[src/rtl/steer_en_pkg.sv]
// Shared types for the steering-enable controller: FSM state encoding.
package steer_en_pkg;

    typedef enum logic [1:0] {
        ST_IDLE    = 2'd0,
        ST_WAIT    = 2'd1,
        ST_STEER   = 2'd2,
        ST_ILLEGAL = 2'd3
    } state_e;

endpackage

[src/rtl/ld_cell_cmp.sv]
// Combinational load-cell arithmetic: rider-presence thresholds with a
// hysteresis band and the two left/right imbalance comparisons.
module ld_cell_cmp #(
    parameter int                LD_W         = 12,
    parameter logic [LD_W-1:0]   MIN_RIDER_WT = 12'h200,
    parameter logic [LD_W-1:0]   HYST         = 12'h040
) (
    input  logic [LD_W-1:0] lft_ld,
    input  logic [LD_W-1:0] rght_ld,
    output logic            rider_on,
    output logic            rider_gone,
    output logic            diff_gt_1_4,
    output logic            diff_gt_15_16
);

    // HYST is expected not to exceed MIN_RIDER_WT, so the off threshold stays positive.
    localparam logic [LD_W:0] ON_THR  = {1'b0, MIN_RIDER_WT};
    localparam logic [LD_W:0] OFF_THR = {1'b0, MIN_RIDER_WT} - {1'b0, HYST};

    logic [LD_W:0]   sum;
    logic [LD_W-1:0] diff;
    logic [LD_W:0]   diff_x;

    always_comb begin
        sum    = {1'b0, lft_ld} + {1'b0, rght_ld};
        diff   = (lft_ld >= rght_ld) ? (lft_ld - rght_ld) : (rght_ld - lft_ld);
        diff_x = {1'b0, diff};

        rider_on      = (sum > ON_THR);
        rider_gone    = (sum < OFF_THR);
        diff_gt_1_4   = (diff_x > (sum >> 2));
        diff_gt_15_16 = (diff_x > (sum - (sum >> 4)));
    end

endmodule

[src/rtl/steer_en_hyst.sv]
// Steering-enable FSM: waits for a rider to stand balanced for 2^TMR_W clocks
// before enabling steering, and drops out on gross imbalance or dismount.
module steer_en_hyst
    import steer_en_pkg::*;
#(
    parameter int              LD_W         = 12,
    parameter logic [LD_W-1:0] MIN_RIDER_WT = 12'h200,
    parameter logic [LD_W-1:0] HYST         = 12'h040,
    parameter int              TMR_W        = 26
) (
    input  logic            clk,
    input  logic            rst,
    input  logic            en,
    input  logic [LD_W-1:0] lft_ld,
    input  logic [LD_W-1:0] rght_ld,
    output logic            en_steer,
    output logic            rider_off,
    output logic [1:0]      state_o
);

    logic rider_on;
    logic rider_gone;
    logic diff_gt_1_4;
    logic diff_gt_15_16;

    state_e             state_q, state_d;
    logic [TMR_W-1:0]   timer_q, timer_d;
    logic               en_steer_q;
    logic               rider_off_q;

    ld_cell_cmp #(
        .LD_W         (LD_W),
        .MIN_RIDER_WT (MIN_RIDER_WT),
        .HYST         (HYST)
    ) u_cmp (
        .lft_ld        (lft_ld),
        .rght_ld       (rght_ld),
        .rider_on      (rider_on),
        .rider_gone    (rider_gone),
        .diff_gt_1_4   (diff_gt_1_4),
        .diff_gt_15_16 (diff_gt_15_16)
    );

    always_comb begin
        state_d = state_q;
        timer_d = timer_q;
        if (!en || rider_gone) begin
            state_d = ST_IDLE;
            timer_d = '0;
        end else begin
            case (state_q)
                ST_IDLE: begin
                    timer_d = '0;
                    if (rider_on) state_d = ST_WAIT;
                end
                ST_WAIT: begin
                    // Timer only advances while balanced; reaching all-ones means settled.
                    if (diff_gt_1_4) begin
                        timer_d = '0;
                    end else if (&timer_q) begin
                        state_d = ST_STEER;
                        timer_d = '0;
                    end else begin
                        timer_d = timer_q + 1'b1;
                    end
                end
                ST_STEER: begin
                    timer_d = '0;
                    if (diff_gt_15_16) state_d = ST_WAIT;
                end
                default: begin
                    state_d = ST_IDLE;
                    timer_d = '0;
                end
            endcase
        end
    end

    always_ff @(posedge clk) begin
        if (rst) begin
            state_q     <= ST_IDLE;
            timer_q     <= '0;
            en_steer_q  <= 1'b0;
            rider_off_q <= 1'b1;
        end else begin
            state_q     <= state_d;
            timer_q     <= timer_d;
            en_steer_q  <= (state_d == ST_STEER);
            rider_off_q <= (state_d == ST_IDLE);
        end
    end

    assign en_steer  = en_steer_q;
    assign rider_off = rider_off_q;
    assign state_o   = state_q;

endmodule

[config.mk]
export PLATFORM = sky130hd
export DESIGN_NAME = steer_en_hyst
export DESIGN_NICKNAME = d
export VERILOG_FILES = /design/src/rtl/steer_en_pkg.sv /design/src/rtl/ld_cell_cmp.sv /design/src/rtl/steer_en_hyst.sv
export SDC_FILE = /design/constraint.sdc
export NUM_CORES = 1
export LEC_CHECK = 0
export CAP_MARGIN = 20
export CORE_MARGIN = 4
export CORE_UTILIZATION = 55
export DETAILED_ROUTE_END_ITERATION = 10
export GPL_TIMING_DRIVEN = 1
export PLACE_DENSITY = 0.84
export SLEW_MARGIN = 20
export SYNTH_ARGS = -nofsm -noshare
export SYNTH_HDL_FRONTEND = slang
export SYNTH_SLANG_ARGS = --single-unit
[constraint.sdc]
create_clock -name clk -period 4.7 [get_ports clk]
set_input_delay 0.47 -clock clk [delete_from_list [all_inputs] [get_ports clk]]
set_output_delay 0.47 -clock clk [all_outputs]
set_load 0.05 [all_outputs]
==> impl_results.md <==
* MaxCap Viol Count at 0
* Row count at 32
* Number of synthesized flops with an enable pin at 0
* Post-route insts no fill at 836
* CP required at 4.91 ns
* Overall Global Routing Usage at 35.3%
* Initial antenna violation count at 0
* Mapped Area at 4510 sq um
* Die H at 98.6 microns
* Final instance area at 7050 sq um
* Startpoint types: primary input
* Starting DRT DRC Count at 797
* Share of layout cells above drive strength 1 at between 40% and 50%
* Synth warn at 0
* CTS tree: yes
* Htree depth at 2
* Post-route DRC violation count at 0
* Die X at 98.6 microns
* Ys flop type: dfxtp_1
* Layout net count at 830
* Synth area leader: ha_1
* CTS root buf: clkbuf_8
* Area grow syn2layout at 56.4%
* Cell count after placement at about 800
* CP Buf/Inv Count at 6
* Crit path top cell by count: a21oi_2
* Failing checks: setup timing
* Routed wl met2 at ~9.6 mm
* Final core occ at between 80% and 90%
* Min setup slack post-route at -0.275 ns
* WP data arrival at 5.18 ns
* ANT cells at 0
* Synth unique cells at 78
* Clk_lat worst skew at 0.29 ns
* I/O Buffers at 30
* Hold WC Path Type: flip-flop to flip-flop
* I/O pins at 31
* Seq/Total Area, Yosys at 13.3%
* DR top layer: met4
* Core region area at 7850 sq um
* Share of the synthesized area in the top cell type at 18.0%
* Pin count of the biggest net entering global routing at 27
* CP max-delay cell: fa_2
* DR WL/cell at 26.4 microns
* Layout Skew at 0.00893 ns
* Pwr Density at ~360 nW/um^2
* Num CTS Buffers at 5
* Starting Density at 57.5%
* CTS max path bufs at 2
* Final period util at 106%
* Total Power at 2.52 mW
* Worst Path Max Fanout at 7
* HPWL after DPL at between 10 and 15 mm
* Vias in the first global route at 5539
* Critical setup path kind: primary input to flip-flop
* Period minus WS final at 4.98 ns
* TritonRoute pass-1 iters at 6
* First-pass GRT wire length at about 28 mm
* Drt total wl at 22.0 mm
* CTS clock-pin slew for the worst setup and hold paths at ~0.070 ns
* Grt ovf at 0
* Final-report max-slew violation count at 0
* Post-CTS Hold Buffers at 0
* Slew headroom at between 50% and 60%
* Post-DP Area at 5940 sq um
* Routed vias/inst at 7.16
* Setup TNS at -6.22 ns
* CTS sink count at 30
* Max Freq at 201 MHz
* Crit path max-delay family: compound AO/OA/AOI/OAI gates
* Syn Nets at between 600 and 700
* Post-synth ARST share at 0%
* Max IR drop VDD at 0.186 mV
* CP peak stage delay at between 0.3 and 0.4 ns
* Syn avg cell area at 8.32 sq um
* CP endpoint kind: flip-flop
* Full die area at 9710 sq um
* Cells after Synth at 542
* Final antenna-violating net count at 0
* FF+latch count, synth at 30
* Setup Viol. Count Final at 29
* Run status: finished with violations
* Pre-CTS WS at -0.950 ns
* Routed vias at 5987
* Hold Vio Cnt, Final at 0
* Leakage at 3.08 nW
* Met3 wire length at 2.69 mm
* Gpl congestion at between 0.9 and 1
* Worst-Margin Slew at 0.709 ns
* Final hold slack at 0.504 ns
* Unrepaired setup endpoints after global routing: true
* M1 wire length at 7.59 mm
* Synth top area cells: ha_1 18%, dfxtp_1 13%, xnor2_1 6.8%
[flip-flops by register name, summed over array words and instances, names as in the netlist]
register and flops:
timer_q 26, state_o 2, en_steer 1, rider_off 1
[path summary, 6_finish.rpt]
kind | startpoint | to | slack (ns) | depth (start not counted)
setup / recovery | rght_ld[0] | timer_q[1] | -0.28 | 27
hold / removal | timer_q[0] | timer_q[0] | 0.50 | 1
setup reg to reg | timer_q[3] | state_o[0] | 1.32 | 10
hold reg to reg | timer_q[0] | timer_q[0] | 0.50 | 1
[routing by layer]
metal	track usage, %	vias up
met5	0	-
met4	17.5	0
met3	7.22	245
met2	60.7	641
met1	41.6	2744
li1	-	2357
[report_power, final]
group,switching [mW],internal (mW),total [mW],leakage [nW]
Sequential,0.00195,0.256,0.258,0.242
Combinational,1.12,0.945,2.06,2.80
Clock,0.103,0.102,0.205,0.0383
Total,1.22,1.30,2.52,3.08
[Yosys cell counts, types with 6 or more instances]
| cell | count |
|---|---|
| nand2_1 | 27 |
| xor2_1 | 19 |
| ha_1 | 65 |
| nor3_1 | 8 |
| dfxtp_1 | 30 |
| nor2b_1 | 10 |
| nand3_1 | 15 |
| o21ai_0 | 15 |
| a21o_1 | 12 |
| a211oi_1 | 9 |
| and3_1 | 14 |
| clkbuf_1 | 6 |
| a31oi_1 | 7 |
| nand4_1 | 10 |
| nor4_2 | 17 |
| buf_2 | 9 |
| nor4_1 | 6 |
| a21oi_1 | 31 |
| nor2_1 | 35 |
| mux2i_1 | 6 |
| inv_1 | 51 |
| xnor2_1 | 35 |
[kinds of logic after synthesis]
group / after synthesis / synth area share, %
muxes: 9 / 2.08
xor gates and xnor gates: 58 / 12.3
adders and majority gates: 69 / 19.8
buffers and inverters: 74 / 6.99
DFF: 30 / 13.3
and+or+nand+nor: 170 / 23.1
AOI/OAI and AO/OA: 132 / 22.4
[layout by cell type, fill, tap and decap left out, types with 8 or more instances in the layout]
| cell type | instances |
|---|---|
| nand2_1 | 24 |
| buf_4 | 162 |
| xor2_1 | 18 |
| nor2b_1 | 8 |
| a21oi_1 | 16 |
| nor2_1 | 31 |
| xnor2_1 | 26 |
| inv_1 | 33 |
| a21o_1 | 12 |
| a21oi_2 | 12 |
| ha_4 | 15 |
| nand3_1 | 14 |
| buf_6 | 10 |
| dfxtp_1 | 30 |
| nor4_4 | 11 |
| dlygate4sd2_1 | 13 |
| nand4_1 | 10 |
| clkdlybuf4s50_1 | 8 |
| nor4_2 | 12 |
| and3_1 | 13 |
| inv_2 | 20 |
| ha_1 | 48 |
| o21ai_0 | 8 |
| xnor2_2 | 10 |
[what timing repair did]
| action | in CTS | in global routing |
|---|---|---|
| resized for setup | 129 | 77 |
| buffers inserted | 19 | 14 |
| gates cloned | 1 | 0 |
| pin swaps | 58 | 65 |
| endpoints found under the setup margin | 29 | 29 |
[final cells by class]
cell class / count / area, sq um
inverters: 55 / 211
well taps: 102 / 128
clock buffers: 7 / 76.3
fillers: 304 / 795
flip-flops and latches: 30 / 601
multi-input cells: 438 / 4380
repair buffers: 204 / 1660
Note: power is estimated with default switching activity, not from simulation.
